[config.mk]
export PLATFORM = sky130hd
export DESIGN_NAME = bin2bcd_seq_dd
export DESIGN_NICKNAME = d
export VERILOG_FILES = /design/src/rtl/bin2bcd_seq_dd.sv
export SDC_FILE = /design/constraint.sdc
export NUM_CORES = 1
export LEC_CHECK = 0
export ABC_AREA = 1
export CAP_MARGIN = 20
export CORE_MARGIN = 5
export CORE_UTILIZATION = 43
export CTS_BUF_LIST = sky130_fd_sc_hd__clkbuf_4 sky130_fd_sc_hd__clkbuf_8 sky130_fd_sc_hd__clkbuf_16
export CTS_CLUSTER_SIZE = 20
export DETAILED_ROUTE_END_ITERATION = 6
export PLACE_DENSITY = 0.66
export SKIP_CTS_REPAIR_TIMING = 1
export SLEW_MARGIN = 20
export SYNTH_ARGS = -nofsm -noshare
export SYNTH_HDL_FRONTEND = slang
export SYNTH_SLANG_ARGS = --single-unit
export TNS_END_PERCENT = 5
[constraint.sdc]
create_clock -name clk -period 2.6 [get_ports clk]
set_clock_uncertainty 0.1 [all_clocks]
set_input_delay 0.52 -clock clk [delete_from_list [all_inputs] [get_ports clk]]
set_output_delay 0.52 -clock clk [all_outputs]
set_load 0.1 [all_outputs]
[src/rtl/bin2bcd_seq_dd.sv]
// bin2bcd_seq_dd: iterative double-dabble converter. It turns a binary word into packed BCD,
// doing one shift-add-3 step per clock behind a start/busy/done handshake.
// Optional feature macro: SIGNED_INPUT_EN. When defined, bin_in is two's complement and
// sign_out carries the sign. When undefined, bin_in is unsigned and sign_out stays 0.
module bin2bcd_seq_dd #(
   parameter int unsigned W      = 16,
   parameter int unsigned DIGITS = 5
) (
   input  logic                  clk,
   input  logic                  rst,
   input  logic                  start,
   input  logic [W-1:0]          bin_in,
   output logic                  busy,
   output logic                  done,
   output logic [4*DIGITS-1:0]   bcd_out,
   output logic                  sign_out
);

   localparam int unsigned BW = 4 * DIGITS;
   localparam int unsigned CW = $clog2(W + 1);

   // True when DIGITS decimal digits can hold the largest W-bit magnitude.
   function automatic bit f_digits_ok();
      logic [255:0] p;
      p = 256'd1;
      for (int unsigned i = 0; i < DIGITS; i++) begin
         p = p * 256'd10;
      end
      return p > ((256'd1 << W) - 256'd1);
   endfunction

   if (W < 2) begin : g_chk_w
      $error("bin2bcd_seq_dd: W must be >= 2");
   end
   if (!f_digits_ok()) begin : g_chk_digits
      $error("bin2bcd_seq_dd: DIGITS too small for W");
   end

   typedef enum logic [1:0] {
      S_IDLE  = 2'd0,
      S_SHIFT = 2'd1,
      S_DONE  = 2'd2
   } state_t;

   state_t            r_state, w_state_nxt;
   logic [W-1:0]      r_shreg, w_shreg_nxt;
   logic [BW-1:0]     r_scr, w_scr_nxt;
   logic [CW-1:0]     r_cnt, w_cnt_nxt;
   logic              r_busy, w_busy_nxt;
   logic              r_done, w_done_nxt;
   logic [BW-1:0]     r_bcd, w_bcd_nxt;
   logic              r_sign, w_sign_nxt;
   logic              r_sgn_lat, w_sgn_lat_nxt;

   logic [BW-1:0]     w_adj;
   logic [BW+W-1:0]   w_cat;
   logic [W-1:0]      w_operand;
   logic              w_sign_in;

`ifdef SIGNED_INPUT_EN
   // The magnitude of a two's-complement operand. The most negative value maps to 2**(W-1).
   assign w_sign_in = bin_in[W-1];
   assign w_operand = w_sign_in ? ((~bin_in) + W'(1)) : bin_in;
`else
   // Unsigned operand is used as-is and carries no sign.
   assign w_sign_in = 1'b0;
   assign w_operand = bin_in;
`endif

   // Add 3 to each scratch digit that is >= 5. Each nibble is adjusted on its own,
   // with no carry between digits.
   always_comb begin
      w_adj = r_scr;
      for (int unsigned d = 0; d < DIGITS; d++) begin
         if (r_scr[4*d +: 4] >= 4'd5) begin
            w_adj[4*d +: 4] = r_scr[4*d +: 4] + 4'd3;
         end
      end
   end

   // Shift the adjusted scratch and the operand together by one bit.
   assign w_cat = {w_adj, r_shreg} << 1;

   // Next-state and next-register logic.
   always_comb begin
      w_state_nxt   = r_state;
      w_shreg_nxt   = r_shreg;
      w_scr_nxt     = r_scr;
      w_cnt_nxt     = r_cnt;
      w_busy_nxt    = r_busy;
      w_done_nxt    = 1'b0;
      w_bcd_nxt     = r_bcd;
      w_sign_nxt    = r_sign;
      w_sgn_lat_nxt = r_sgn_lat;
      case (r_state)
         S_IDLE: begin
            if (start) begin
               w_shreg_nxt   = w_operand;
               w_scr_nxt     = '0;
               w_cnt_nxt     = CW'(W);
               w_busy_nxt    = 1'b1;
               w_sgn_lat_nxt = w_sign_in;
               w_state_nxt   = S_SHIFT;
            end
         end
         S_SHIFT: begin
            w_scr_nxt   = w_cat[BW+W-1:W];
            w_shreg_nxt = w_cat[W-1:0];
            w_cnt_nxt   = r_cnt - CW'(1);
            if (r_cnt == CW'(1)) begin
               w_state_nxt = S_DONE;
            end
         end
         S_DONE: begin
            w_bcd_nxt   = r_scr;
            w_sign_nxt  = r_sgn_lat;
            w_done_nxt  = 1'b1;
            w_busy_nxt  = 1'b0;
            w_state_nxt = S_IDLE;
         end
         default: begin
            w_state_nxt = S_IDLE;
         end
      endcase
   end

   // State and datapath registers with synchronous reset.
   always_ff @(posedge clk) begin
      if (rst) begin
         r_state   <= S_IDLE;
         r_shreg   <= '0;
         r_scr     <= '0;
         r_cnt     <= '0;
         r_busy    <= 1'b0;
         r_done    <= 1'b0;
         r_bcd     <= '0;
         r_sign    <= 1'b0;
         r_sgn_lat <= 1'b0;
      end else begin
         r_state   <= w_state_nxt;
         r_shreg   <= w_shreg_nxt;
         r_scr     <= w_scr_nxt;
         r_cnt     <= w_cnt_nxt;
         r_busy    <= w_busy_nxt;
         r_done    <= w_done_nxt;
         r_bcd     <= w_bcd_nxt;
         r_sign    <= w_sign_nxt;
         r_sgn_lat <= w_sgn_lat_nxt;
      end
   end

   assign busy     = r_busy;
   assign done     = r_done;
   assign bcd_out  = r_bcd;
   assign sign_out = r_sign;

endmodule
==> results of run 1 <==
==> synth_stat cells <==
library cell	instances
nand2_1	80
dfxtp_1	65
nand3_1	46
o21ai_0	36
inv_1	34
a21oi_1	26
nor2_1	14
o21ai_1	13
ha_1	12
nand4_1	12
buf_4	6
inv_2	6
clkbuf_1	4
o211ai_1	4
buf_2	3
buf_6	2
nand2_4	2
nor2_2	2
nor2_4	2
nor3_1	2
a31oi_1	1
clkbuf_2	1
conb_1	1
nand2_2	1
nor2_8	1
o22ai_1	1
==> power by group through the flow <==
stage | Combinational, mW | Clock, mW | Sequential [mW]
5_1_grt | 0.326 | 0.856 | 1.08
3_5_place_dp | 0.296 | 0 | 1.10
2_1_floorplan | 0.164 | 0 | 1.15
6_report | 0.295 | 0.776 | 1.07
4_1_cts | 0.297 | 0.798 | 1.07
3_3_place_gp | 0.292 | 0 | 1.10
==> worst min-delay path by stage <==
stage / from / to / slack (ns) / cells past startpoint
detailed placement: r_scr[13] / r_scr[13] / 0.35 / 2
finish: r_scr[13] / r_scr[13] / 0.36 / 2
floorplan: r_scr[13] / r_scr[13] / 0.33 / 2
global route: r_scr[13] / r_scr[13] / 0.39 / 2
global placement: r_scr[13] / r_scr[13] / 0.34 / 2
CTS: r_scr[13] / r_scr[13] / 0.36 / 2
==> final cells by class <==
| class | instances | area (sq um) |
|---|---|---|
| Clock buffer | 12 | 165 |
| Clock inverter | 3 | 15.0 |
| Fill cell | 626 | 2980 |
| Inverter | 40 | 150 |
| Multi-Input combinational cell | 256 | 1320 |
| Sequential cell | 65 | 1300 |
| Tap cell | 77 | 96.3 |
| Timing Repair Buffer | 44 | 388 |
==> layer usage <==
layer | wire (microns) | up-vias
li1 | - | 1331
met1 | 3110 | 1127
met2 | 2700 | 41
met3 | 220 | 8
met4 | 105 | 0
met5 | 0 | -
==> tightest hold or removal path, stage by stage, from the launching register on <==
cell and delay (ns):
dfxtp_1 0.32, nand2_1 0.06, nand2_1 0.04
==> flip-flops by register name, summed over array words and instances, names as in the netlist <==
name     flops
r_cnt        5
r_shreg     16
bcd_out     20
r_scr       20
r_state      2
done         1
busy         1
==> cells in the final DEF (no fill, tap or decap), types with 2 or more instances in the layout <==
cell	instances
inv_2	6
clkinv_2	3
nor2_1	14
o21ai_1	13
dfxtp_1	65
nor3_1	2
a21oi_1	26
nor2_2	2
nand2_4	2
nand2_1	80
nor2_4	2
o21ai_0	36
nand4_1	12
ha_1	12
clkdlybuf4s50_1	18
clkbuf_8	12
inv_1	34
buf_4	25
o211ai_1	4
nand3_1	46
==> logic make-up after synthesis <==
kind of cell | share of synthesized area, %
adder cells (fa/ha/maj) | 5.22
flip-flops | 45.2
AO/OA/AOI/OAI | 14.5
AND/OR/NAND/NOR | 26.1
buffers and inverters | 8.78
other | 0.130
==> through the flow <==
step	utilization (%)	std cells	cell area [sq um]
5_1_grt	53.6	497	3440
2_1_floorplan	-	377	2880
4_1_cts	53.6	497	3440
3_3_place_gp	50.7	482	3260
6_report	53.6	497	3440
3_5_place_dp	50.7	482	3260
==> flow_summary.html, run 1 <==
<table>
<tr><th>Metric</th><th>Value</th></tr>
<tr><th colspan="2">Status</th></tr>
<tr><td>Run status</td><td>complete, no violations</td></tr>
<tr><th colspan="2">Global routing</th></tr>
<tr><td>Met3 Usage GRT</td><td>4.01%</td></tr>
<tr><td>Maximum number of pins on one net before global-route repair</td><td>42</td></tr>
<tr><td>Routing usage on met2</td><td>24.7%</td></tr>
<tr><td>Routing usage on met1</td><td>a little over a fifth</td></tr>
<tr><td>Overall global routing resource usage</td><td>15.8%</td></tr>
<tr><td>Final global-route overflow total</td><td>0</td></tr>
<tr><td>Layer carrying the most global-route usage</td><td>met2</td></tr>
<tr><td>Initial antenna violation count</td><td>0</td></tr>
<tr><td>First-pass GRT wire length</td><td>about 11 mm</td></tr>
<tr><td>Vias in the first global route</td><td>2433</td></tr>
<tr><th colspan="2">Worst setup path</th></tr>
<tr><td>Sequence of cells on the critical path</td><td>clkdlybuf4s50_1 &gt; nand2_2 &gt; nor2_4 &gt; inv_2 &gt; nor2_2 &gt; nand2_1 &gt; nand3_1</td></tr>
<tr><td>Reg2Reg Capture Point</td><td>r_cnt[4]</td></tr>
<tr><td>Type of the worst setup path</td><td>input port to flip-flop</td></tr>
<tr><td>Type of origin of the critical path</td><td>input port</td></tr>
<tr><td>Worst setup endpoint</td><td>r_shreg[1]</td></tr>
<tr><td>Critical Path Max Stage Delay</td><td>0.48 ns</td></tr>
<tr><td>Bufs and invs on worst path</td><td>2</td></tr>
<tr><td>Highest net fanout along the worst path</td><td>11</td></tr>
<tr><td>WP depth</td><td>7</td></tr>
<tr><td>Crit path required time</td><td>roughly 2.8 ns</td></tr>
<tr><td>Largest delay contributor family on the critical path</td><td>simple AND/OR/NAND/NOR gates</td></tr>
<tr><td>Endpoint arrival time on the critical path</td><td>1.94 ns</td></tr>
<tr><td>Critical path capture point type</td><td>flip-flop</td></tr>
<tr><td>R2R setup slack</td><td>0.96 ns</td></tr>
<tr><td>Slowest stage cell on the critical path</td><td>clkdlybuf4s50_1</td></tr>
<tr><td>Timing startpoint of the critical path</td><td>start</td></tr>
<tr><td>Worst r2r path cells</td><td>7</td></tr>
<tr><td>Reg2Reg Launch Point</td><td>r_state[0]</td></tr>
<tr><th colspan="2">Yosys</th></tr>
<tr><td>Share of synthesized area occupied by flip-flops and latches</td><td>45.2%</td></tr>
<tr><td>Count of distinct cell types in the synthesized netlist</td><td>26</td></tr>
<tr><td>Count of state elements after synthesis</td><td>between 60 and 70</td></tr>
<tr><td>Post-synthesis cell area</td><td>2880 sq um</td></tr>
<tr><td>Synthesized area per cell</td><td>7.63 sq um</td></tr>
<tr><td>Area share of the leading cell type in the synthesized netlist</td><td>45.2%</td></tr>
<tr><td>Cell types occupying the most area after synthesis</td><td>dfxtp_1 (45%), nand2_1 (10%), nand3_1 (8.0%)</td></tr>
<tr><td>Synthesized netlist net count</td><td>just over 400</td></tr>
<tr><td>Biggest area consumer among synthesized cells</td><td>dfxtp_1</td></tr>
<tr><td>Count of yosys warnings during synthesis</td><td>0</td></tr>
<tr><td>Count of mapped cells out of synthesis</td><td>377</td></tr>
<tr><th colspan="2">Floorplanning</th></tr>
<tr><td>Effective utilization at floorplan</td><td>44.8%</td></tr>
<tr><td>Placement Rows</td><td>29</td></tr>
<tr><td>Floorplan core area</td><td>6420 sq um</td></tr>
<tr><td>X dimension of the die</td><td>91.8 microns</td></tr>
<tr><td>Die height</td><td>91.8 microns</td></tr>
<tr><td># IOs</td><td>42</td></tr>
<tr><td>Full die area</td><td>8430 sq um</td></tr>
<tr><th colspan="2">Place</th></tr>
<tr><td>Post-detail-place hpwl</td><td>4.32 mm</td></tr>
<tr><td>Minimum setup slack after placement</td><td>0.520 ns</td></tr>
<tr><td>Final GP Congestion</td><td>0.818</td></tr>
<tr><td>Count of port buffers added during placement</td><td>40</td></tr>
<tr><th colspan="2">STA</th></tr>
<tr><td>Worst hold slack across all endpoints</td><td>0.359 ns</td></tr>
<tr><td>Fin. max-slew vios</td><td>0</td></tr>
<tr><td>Worst max-slew margin expressed relative to the limit</td><td>54.0%</td></tr>
<tr><td>Least-Margin Pin Slew</td><td>0.688 ns</td></tr>
<tr><td>Fmax</td><td>0.567 GHz</td></tr>
<tr><td>Final critical-path share of the clock period</td><td>about two thirds</td></tr>
<tr><td>RSZ-0062 raised after global routing</td><td>false</td></tr>
<tr><td>Minimum clock period after layout</td><td>about 1.8 ns</td></tr>
<tr><td># setup viols final</td><td>0</td></tr>
<tr><td>Setup TNS Final</td><td>0 ns</td></tr>
<tr><td>Number of hold violations in the final report</td><td>0</td></tr>
<tr><td>Worst Slack Setup Final</td><td>0.837 ns</td></tr>
<tr><th colspan="2">Worst hold path</th></tr>
<tr><td>Min-delay worst type</td><td>flip-flop to flip-flop</td></tr>
<tr><th colspan="2">Run</th></tr>
<tr><td>Max-cap violations</td><td>0</td></tr>
<tr><th colspan="2">Detailed routing</th></tr>
<tr><td>Number of optimization iterations in the first detailed-route pass</td><td>4</td></tr>
<tr><td>Antenna viol nets, final</td><td>0</td></tr>
<tr><td>Detailed-route DRC error count</td><td>0</td></tr>
<tr><td>DR vias/cell</td><td>around 5.0</td></tr>
<tr><td>Via count</td><td>approximately 2500</td></tr>
<tr><td>Routed Wire Length</td><td>6.14 mm</td></tr>
<tr><td>Detailed-route wire length per cell</td><td>12.3 microns</td></tr>
<tr><td>Starting DRC count in detailed routing</td><td>136</td></tr>
<tr><th colspan="2">Clocking</th></tr>
<tr><td>Clock Tree Buf Depth</td><td>2</td></tr>
<tr><td>Number of buffers added by the clock tree synthesis step</td><td>9</td></tr>
<tr><td>H-tree levels</td><td>3</td></tr>
<tr><td>Clk pin slew, worst setup/hold paths</td><td>0.07 ns</td></tr>
<tr><td>TritonCTS clock tree</td><td>built</td></tr>
<tr><td>Root buffer selected by CTS</td><td>clkbuf_8</td></tr>
<tr><td>Worst skew pair latency</td><td>roughly 0.33 ns</td></tr>
<tr><td>Clk sinks</td><td>65</td></tr>
<tr><th colspan="2">Power</th></tr>
<tr><td>Switching power</td><td>approximately 0.6 mW</td></tr>
<tr><td>Internal power component</td><td>approximately 1.5 mW</td></tr>
<tr><td>Maximum vdd ir drop</td><td>~0.27 mV</td></tr>
<tr><td>Sequential group share of total power</td><td>50.1%</td></tr>
<tr><td>Pleak</td><td>~1.5 nW</td></tr>
<tr><td>Post-layout power</td><td>2.14 mW</td></tr>
<tr><td>Clk network pwr share</td><td>roughly 36%</td></tr>
<tr><td>Switching fraction of total power</td><td>between 20% and 30%</td></tr>
<tr><td>Gate power share</td><td>a little over an eighth</td></tr>
<tr><td>Cell Pwr Density</td><td>624 nW/um^2</td></tr>
<tr><th colspan="2">Finish</th></tr>
<tr><td>Share of layout cells above drive strength 1</td><td>13.1%</td></tr>
<tr><td>Final net count</td><td>447</td></tr>
<tr><td>Area growth from synthesis to layout</td><td>19.5%</td></tr>
<tr><td>Diode count</td><td>0</td></tr>
</table>
(Power assumes the default switching activity.)
==> run 2, diff against run 1 <==
==> constraint.sdc (replaced) <==
create_clock -name clk -period 1.7 [get_ports clk]
set_clock_uncertainty 0.1 [all_clocks]
set_input_delay 0.34 -clock clk [delete_from_list [all_inputs] [get_ports clk]]
set_output_delay 0.34 -clock clk [all_outputs]
set_load 0.1 [all_outputs]
==> run 2 against run 1 <==
Compared with the run above: cell count grew 1.6%; power grew 69%; register-to-register slack lost 0.73 ns.
==> flow_summary.html, run 2 (synthesis results as in run 1) <==
<table>
<tr><th>Metric</th><th>Value</th></tr>
<tr><th colspan="2">Status</th></tr>
<tr><td>Run status</td><td>complete, no violations</td></tr>
<tr><th colspan="2">Floorplanning</th></tr>
<tr><td>Floorplan core area</td><td>6420 sq um (unchanged)</td></tr>
<tr><td>Effective utilization at floorplan</td><td>44.8% (unchanged)</td></tr>
<tr><td># IOs</td><td>42 (unchanged)</td></tr>
<tr><td>Placement Rows</td><td>29 (unchanged)</td></tr>
<tr><td>X dimension of the die</td><td>91.8 microns (unchanged)</td></tr>
<tr><td>Full die area</td><td>8430 sq um (unchanged)</td></tr>
<tr><td>Die height</td><td>91.8 microns (unchanged)</td></tr>
<tr><th colspan="2">Detailed routing</th></tr>
<tr><td>Antenna viol nets, final</td><td>0 (unchanged)</td></tr>
<tr><td>Detailed-route wire length per cell</td><td>12.5 microns (+0.89%)</td></tr>
<tr><td>Via count</td><td>2565 (+2.3%)</td></tr>
<tr><td>DR vias/cell</td><td>5.08 (+0.69%)</td></tr>
<tr><td>Number of optimization iterations in the first detailed-route pass</td><td>7 (+3)</td></tr>
<tr><td>Routed Wire Length</td><td>6.29 mm (+2.5%)</td></tr>
<tr><td>Detailed-route DRC error count</td><td>0 (unchanged)</td></tr>
<tr><td>Starting DRC count in detailed routing</td><td>166 (+22%)</td></tr>
<tr><th colspan="2">Worst setup path</th></tr>
<tr><td>Bufs and invs on worst path</td><td>2 (unchanged)</td></tr>
<tr><td>Highest net fanout along the worst path</td><td>4 (-7)</td></tr>
<tr><td>Critical Path Max Stage Delay</td><td>0.35 ns (-0.13 ns)</td></tr>
<tr><td>Crit path required time</td><td>1.88 ns (-0.89 ns)</td></tr>
<tr><td>Top cell by count, worst path</td><td>nand2_1</td></tr>
<tr><td>Type of the worst setup path</td><td>flip-flop to flip-flop</td></tr>
<tr><td>Largest delay contributor family on the critical path</td><td>flip-flops</td></tr>
<tr><td>Slowest stage cell on the critical path</td><td>dfxtp_1</td></tr>
<tr><td>Critical path capture point type</td><td>flip-flop</td></tr>
<tr><td>Endpoint arrival time on the critical path</td><td>1.65 ns (-0.29 ns)</td></tr>
<tr><td>Sequence of cells on the critical path</td><td>inv_1 &gt; ha_1 &gt; inv_1 &gt; o21ai_0 &gt; nand2_1 &gt; nand2_1 &gt; nand3_1 &gt; nand2_1</td></tr>
<tr><td>Type of origin of the critical path</td><td>flip-flop</td></tr>
<tr><th colspan="2">Place</th></tr>
<tr><td>Final GP Congestion</td><td>0.809 (-1.1%)</td></tr>
<tr><td>Cell Area, Placed</td><td>3640 sq um (+12%)</td></tr>
<tr><td>Count of port buffers added during placement</td><td>40 (unchanged)</td></tr>
<tr><td>Minimum setup slack after placement</td><td>0.0343 ns (-0.485 ns)</td></tr>
<tr><td>Post-detail-place hpwl</td><td>4.40 mm (+1.7%)</td></tr>
<tr><th colspan="2">Clocking</th></tr>
<tr><td>Clk sinks</td><td>65 (unchanged)</td></tr>
<tr><td>Number of buffers added by the clock tree synthesis step</td><td>9 (unchanged)</td></tr>
<tr><td>Root buffer selected by CTS</td><td>clkbuf_8</td></tr>
<tr><td>H-tree levels</td><td>3 (unchanged)</td></tr>
<tr><td>Worst skew pair latency</td><td>0.34 ns (about the same)</td></tr>
<tr><td>TritonCTS clock tree</td><td>built</td></tr>
<tr><td>Clk pin slew, worst setup/hold paths</td><td>0.07 ns (about the same)</td></tr>
<tr><td>Clock Tree Buf Depth</td><td>2 (unchanged)</td></tr>
<tr><th colspan="2">Finish</th></tr>
<tr><td>Area growth from synthesis to layout</td><td>34.4%</td></tr>
<tr><td>Cell area after layout</td><td>3870 sq um (+12%)</td></tr>
<tr><td>Diode count</td><td>0 (unchanged)</td></tr>
<tr><td>Share of layout cells above drive strength 1</td><td>14.7% (+1.6 points)</td></tr>
<tr><td>Final net count</td><td>454 (+1.6%)</td></tr>
<tr><td>Commonest non-fill, non-tap cells in the layout</td><td>nand2_1 (80), dfxtp_1 (65), nand3_1 (46)</td></tr>
<tr><td>Most common library cell in the layout ignoring fill and taps</td><td>nand2_1</td></tr>
<tr><th colspan="2">STA</th></tr>
<tr><td>Minimum clock period after layout</td><td>1.47 ns</td></tr>
<tr><td>Setup TNS Final</td><td>0 ns (unchanged)</td></tr>
<tr><td>Worst hold slack across all endpoints</td><td>0.352 ns (-0.00665 ns)</td></tr>
<tr><td>Number of hold violations in the final report</td><td>0 (unchanged)</td></tr>
<tr><td>Worst Slack Setup Final</td><td>0.232 ns (-0.605 ns)</td></tr>
<tr><td>RSZ-0062 raised after global routing</td><td>false</td></tr>
<tr><td># setup viols final</td><td>0 (unchanged)</td></tr>
<tr><td>Fin. max-slew vios</td><td>0 (unchanged)</td></tr>
<tr><td>Fmax</td><td>around 0.68 GHz</td></tr>
<tr><td>Final critical-path share of the clock period</td><td>86.4%</td></tr>
<tr><th colspan="2">Global routing</th></tr>
<tr><td>Initial antenna violation count</td><td>0 (unchanged)</td></tr>
<tr><td>First-pass GRT wire length</td><td>11.0 mm (+0.12%)</td></tr>
<tr><td>Final global-route overflow total</td><td>0 (unchanged)</td></tr>
<tr><td>Vias in the first global route</td><td>2456 (+0.95%)</td></tr>
<tr><td>Maximum number of pins on one net before global-route repair</td><td>42 (unchanged)</td></tr>
<tr><td>Overall global routing resource usage</td><td>16.1% (+0.21 points)</td></tr>
<tr><th colspan="2">Power</th></tr>
<tr><td>Maximum vdd ir drop</td><td>0.410 mV (+49%)</td></tr>
<tr><td>Cell Pwr Density</td><td>938 nW/um^2 (+50%)</td></tr>
<tr><td>Pleak</td><td>1.63 nW (+8.7%)</td></tr>
<tr><td>Post-layout power</td><td>3.63 mW (+69%)</td></tr>
<tr><th colspan="2">Worst hold path</th></tr>
<tr><td>Min-delay worst type</td><td>flip-flop to flip-flop</td></tr>
<tr><th colspan="2">Run</th></tr>
<tr><td>Max-cap violations</td><td>0 (unchanged)</td></tr>
</table>
-- run 2: cell types whose count changed in the layout (fill, tap and decap cells not counted), sizes merged --
cell / change
clkbuf: +3
clkinv: -3
buf: +7
bufinv: +1
-- run 2: area by class of cell --
class	count	area (sq um)
clock buffers	15	200
clock inverters	1	30.0
fillers	536	2550
inverters	40	150
multi-input cells	256	1320
flip-flops and latches	65	1300
well taps	77	96.3
repair buffers	51	766
-- run 2: layer usage --
metal	part of all wire [%]	GRT usage, %
met5	0	0
met3	3.5	4.66
met1	49	20.5
met2	46	25.4
met4	1.3	6.68
-- run 2: worst register-to-register path, stage by stage, from the launching register on --
cell and delay, ns:
dfxtp_1 0.35, inv_1 0.13, ha_1 0.17, inv_1 0.06, o21ai_0 0.27, nand2_1 0.13
nand2_1 0.09, nand3_1 0.06, nand2_1 0.05
-- run 2: power breakdown --
group | total [mW] | switching, mW | internal [mW]
combinational | 0.522 | 0.315 | 0.206
clock | 1.46 | 0.560 | 0.895
sequential | 1.65 | 0.0583 | 1.59
total | 3.63 | 0.933 | 2.70
-- run 2: path summary, 6_finish.rpt --
kind | startpoint | to | slack [ns] | depth (start not counted)
max reg2reg | r_scr[12] | r_scr[14] | 0.23 | 8
min reg2reg | r_scr[13] | r_scr[13] | 0.35 | 2
min | r_scr[13] | r_scr[13] | 0.35 | 2
max | r_scr[12] | r_scr[14] | 0.23 | 8
-- run 2: through the flow --
stage	util (%)	instances
2_1_floorplan	-	377
3_3_place_gp	56.6	489
3_5_place_dp	56.6	489
4_1_cts	60.2	505
5_1_grt	60.2	505
6_report	60.2	505
==> run 3, diff against run 2 <==
--- a/config.mk
+++ b/config.mk
@@ -14,6 +14,7 @@
 export DETAILED_ROUTE_END_ITERATION = 6
 export PLACE_DENSITY = 0.66
 export SKIP_CTS_REPAIR_TIMING = 1
+export SKIP_LAST_GASP = 1
 export SLEW_MARGIN = 20
 export SYNTH_ARGS = -nofsm -noshare
 export SYNTH_HDL_FRONTEND = slang
==> results of run 3 <==
Same layout as run 2: the final DEF is identical, and so are final timing and power.
==> RTL change (config.mk and constraints of run 1) <==
The option `SIGNED_INPUT_EN` is turned on by a define.
--- a/src/rtl/bin2bcd_seq_dd.sv
+++ b/src/rtl/bin2bcd_seq_dd.sv
@@ -3,4 +3,6 @@
 // Optional feature macro: SIGNED_INPUT_EN. When defined, bin_in is two's complement and
 // sign_out carries the sign. When undefined, bin_in is unsigned and sign_out stays 0.
+`define SIGNED_INPUT_EN
+
 module bin2bcd_seq_dd #(
    parameter int unsigned W      = 16,
Formal check against the unedited RTL: no difference found for any inputs over 10 cycles, from zero or initial values and one cycle with rst high; that may be too few to reach the edited logic, so the function may still have changed.
==> RTL change against run 1 <==
- maximum frequency rose by 0.62%
- design area rose by 14%
- worst setup slack improved by 0.011 ns
- sequential cell count increased by 2
- synthesized cell count is 20% higher
- routed wire length rose by 18%
- synthesized area is 15% higher
- die area rose by 14%
- total power grew 4.2%
==> RTL change: results (changes against run 1) <==
metric,value,unit,change
grt_pass1_vias,2838,,+17%
ff2ff_setup_slack,0.94,ns,-0.02 ns
crit_family,buffers and inverters,,
critPathArrivalTime,1.88,ns,-0.06 ns
fmax,570.7,MHz,+0.62%
layout-drive-gt1-share,11.69,%,-1.4 points
vias,3019,,+20%
synth_area_leaders,"dfxtp_1 (40%), nand3_1 (8.7%), nand2_1 (8.6%)",,
leakagePower,1.549,nW,+3.1%
synth_compound_area_share,18.27,%,+3.8 points
synth_seq_area_share,40.39,%,-4.8 points
drt-initial-drc-count,159,,+17%
ir_worst_vdd,253.0,µV,-8.0%
worst_path_largest_cell_delay,0.42,ns,-0.06 ns
synthAdderAreaFrac,4.898,%,-0.32 points
synth_commonest_cells,"nand2_1 (76), dfxtp_1 (67), nand3_1 (58)",,
grt_max_degree,35,,-17%
fin_nets,523,,+17%
syn-num-nets,484,,+19%
n_fill_cell,775,,+24%
portBuffers,41,,+2.5%
synthXorXnorAreaFrac,1.319,%,+1.3 points
grt_pass1_wl,12610,µm,+14%
status,finished clean,,
tightest_slew,0.4441,ns,-0.2434 ns
dp_hpwl,5256,µm,+22%
crit_fanout,3,,-8
-- RTL change: changes by cell type after synthesis, sizes merged, moves of 4 or more --
cell,run 1,this run
inv,40,57
nor2,19,36
nand3,46,59
a22oi,0,12
a21oi,26,34
o21ai,49,42
nand2,83,77
o22a,0,4
xor2,0,4
-- RTL change: cell type report --
cell class                      count  area share, %
Clock buffer                       14          4.421
Timing Repair Buffer               47          10.11
Sequential cell                    67          34.10
Multi-Input combinational cell    309          42.37
Clock inverter                      2         0.2545
Tap cell                          102          3.244
Inverter                           57          5.503
-- RTL change: where the power goes --
group	switching, mW	internal, mW
registers	0.0277	1.07
clock network	0.368	0.428
logic	0.222	0.117
-- RTL change: stage by stage --
stage / instances / power, mW / hold WS (ns) / instance area (µm²) / util (%)
3_3_place_gp: 582 / 1.460 / 0.3495 / 3750 / 49.29
4_1_cts: 598 / 2.261 / 0.3642 / 3934 / 51.71
6_report: 598 / 2.235 / 0.3631 / 3934 / 51.71
2_1_floorplan: 452 / 1.374 / 0.3136 / 3321 / -
5_1_grt: 598 / 2.346 / 0.3965 / 3934 / 51.71
3_5_place_dp: 582 / 1.464 / 0.3539 / 3750 / 49.29
-- RTL change: worst reg2reg max path, stage by stage (launching register included) --
cell     delay, ns
dfxtp_1       0.48
nor2_8        0.07
inv_2         0.17
nand2_4       0.14
inv_4         0.27
a22oi_1       0.10
or2_1         0.22
nand2_1       0.06
-- RTL change: metal layers --
layer / GRT usage [%] / vias up / wire, µm
met5: 0 / - / 0
li1: - / 1593 / -
met2: 25.76 / 68 / 3344
met3: 2.857 / 8 / 354
met4: 6.496 / 0 / 93
met1: 19.87 / 1350 / 3452
-- RTL change: final timing paths --
check	start	end	cells after the start
setup / recovery	bin_in[1]	r_shreg[14]$_SDFFE_PP0P_	8
hold / removal	r_scr[19]$_SDFFE_PP0P_	r_scr[19]$_SDFFE_PP0P_	2
setup reg to reg	r_state[1]$_SDFFE_PP0P_	r_shreg[13]$_SDFFE_PP0P_	7
hold reg to reg	r_scr[19]$_SDFFE_PP0P_	r_scr[19]$_SDFFE_PP0P_	2
-- RTL change: cell families (layout without fill, tap and decap cells) --
kind of cell / count (synthesis) / after routing
buffers and inverters: 76 / 120
flip-flops: 67 / 67
XOR/XNOR: 5 / 5
AND/OR/NAND/NOR: 186 / 186
AO/OA/AOI/OAI: 105 / 105
adder cells (fa/ha/maj): 13 / 13
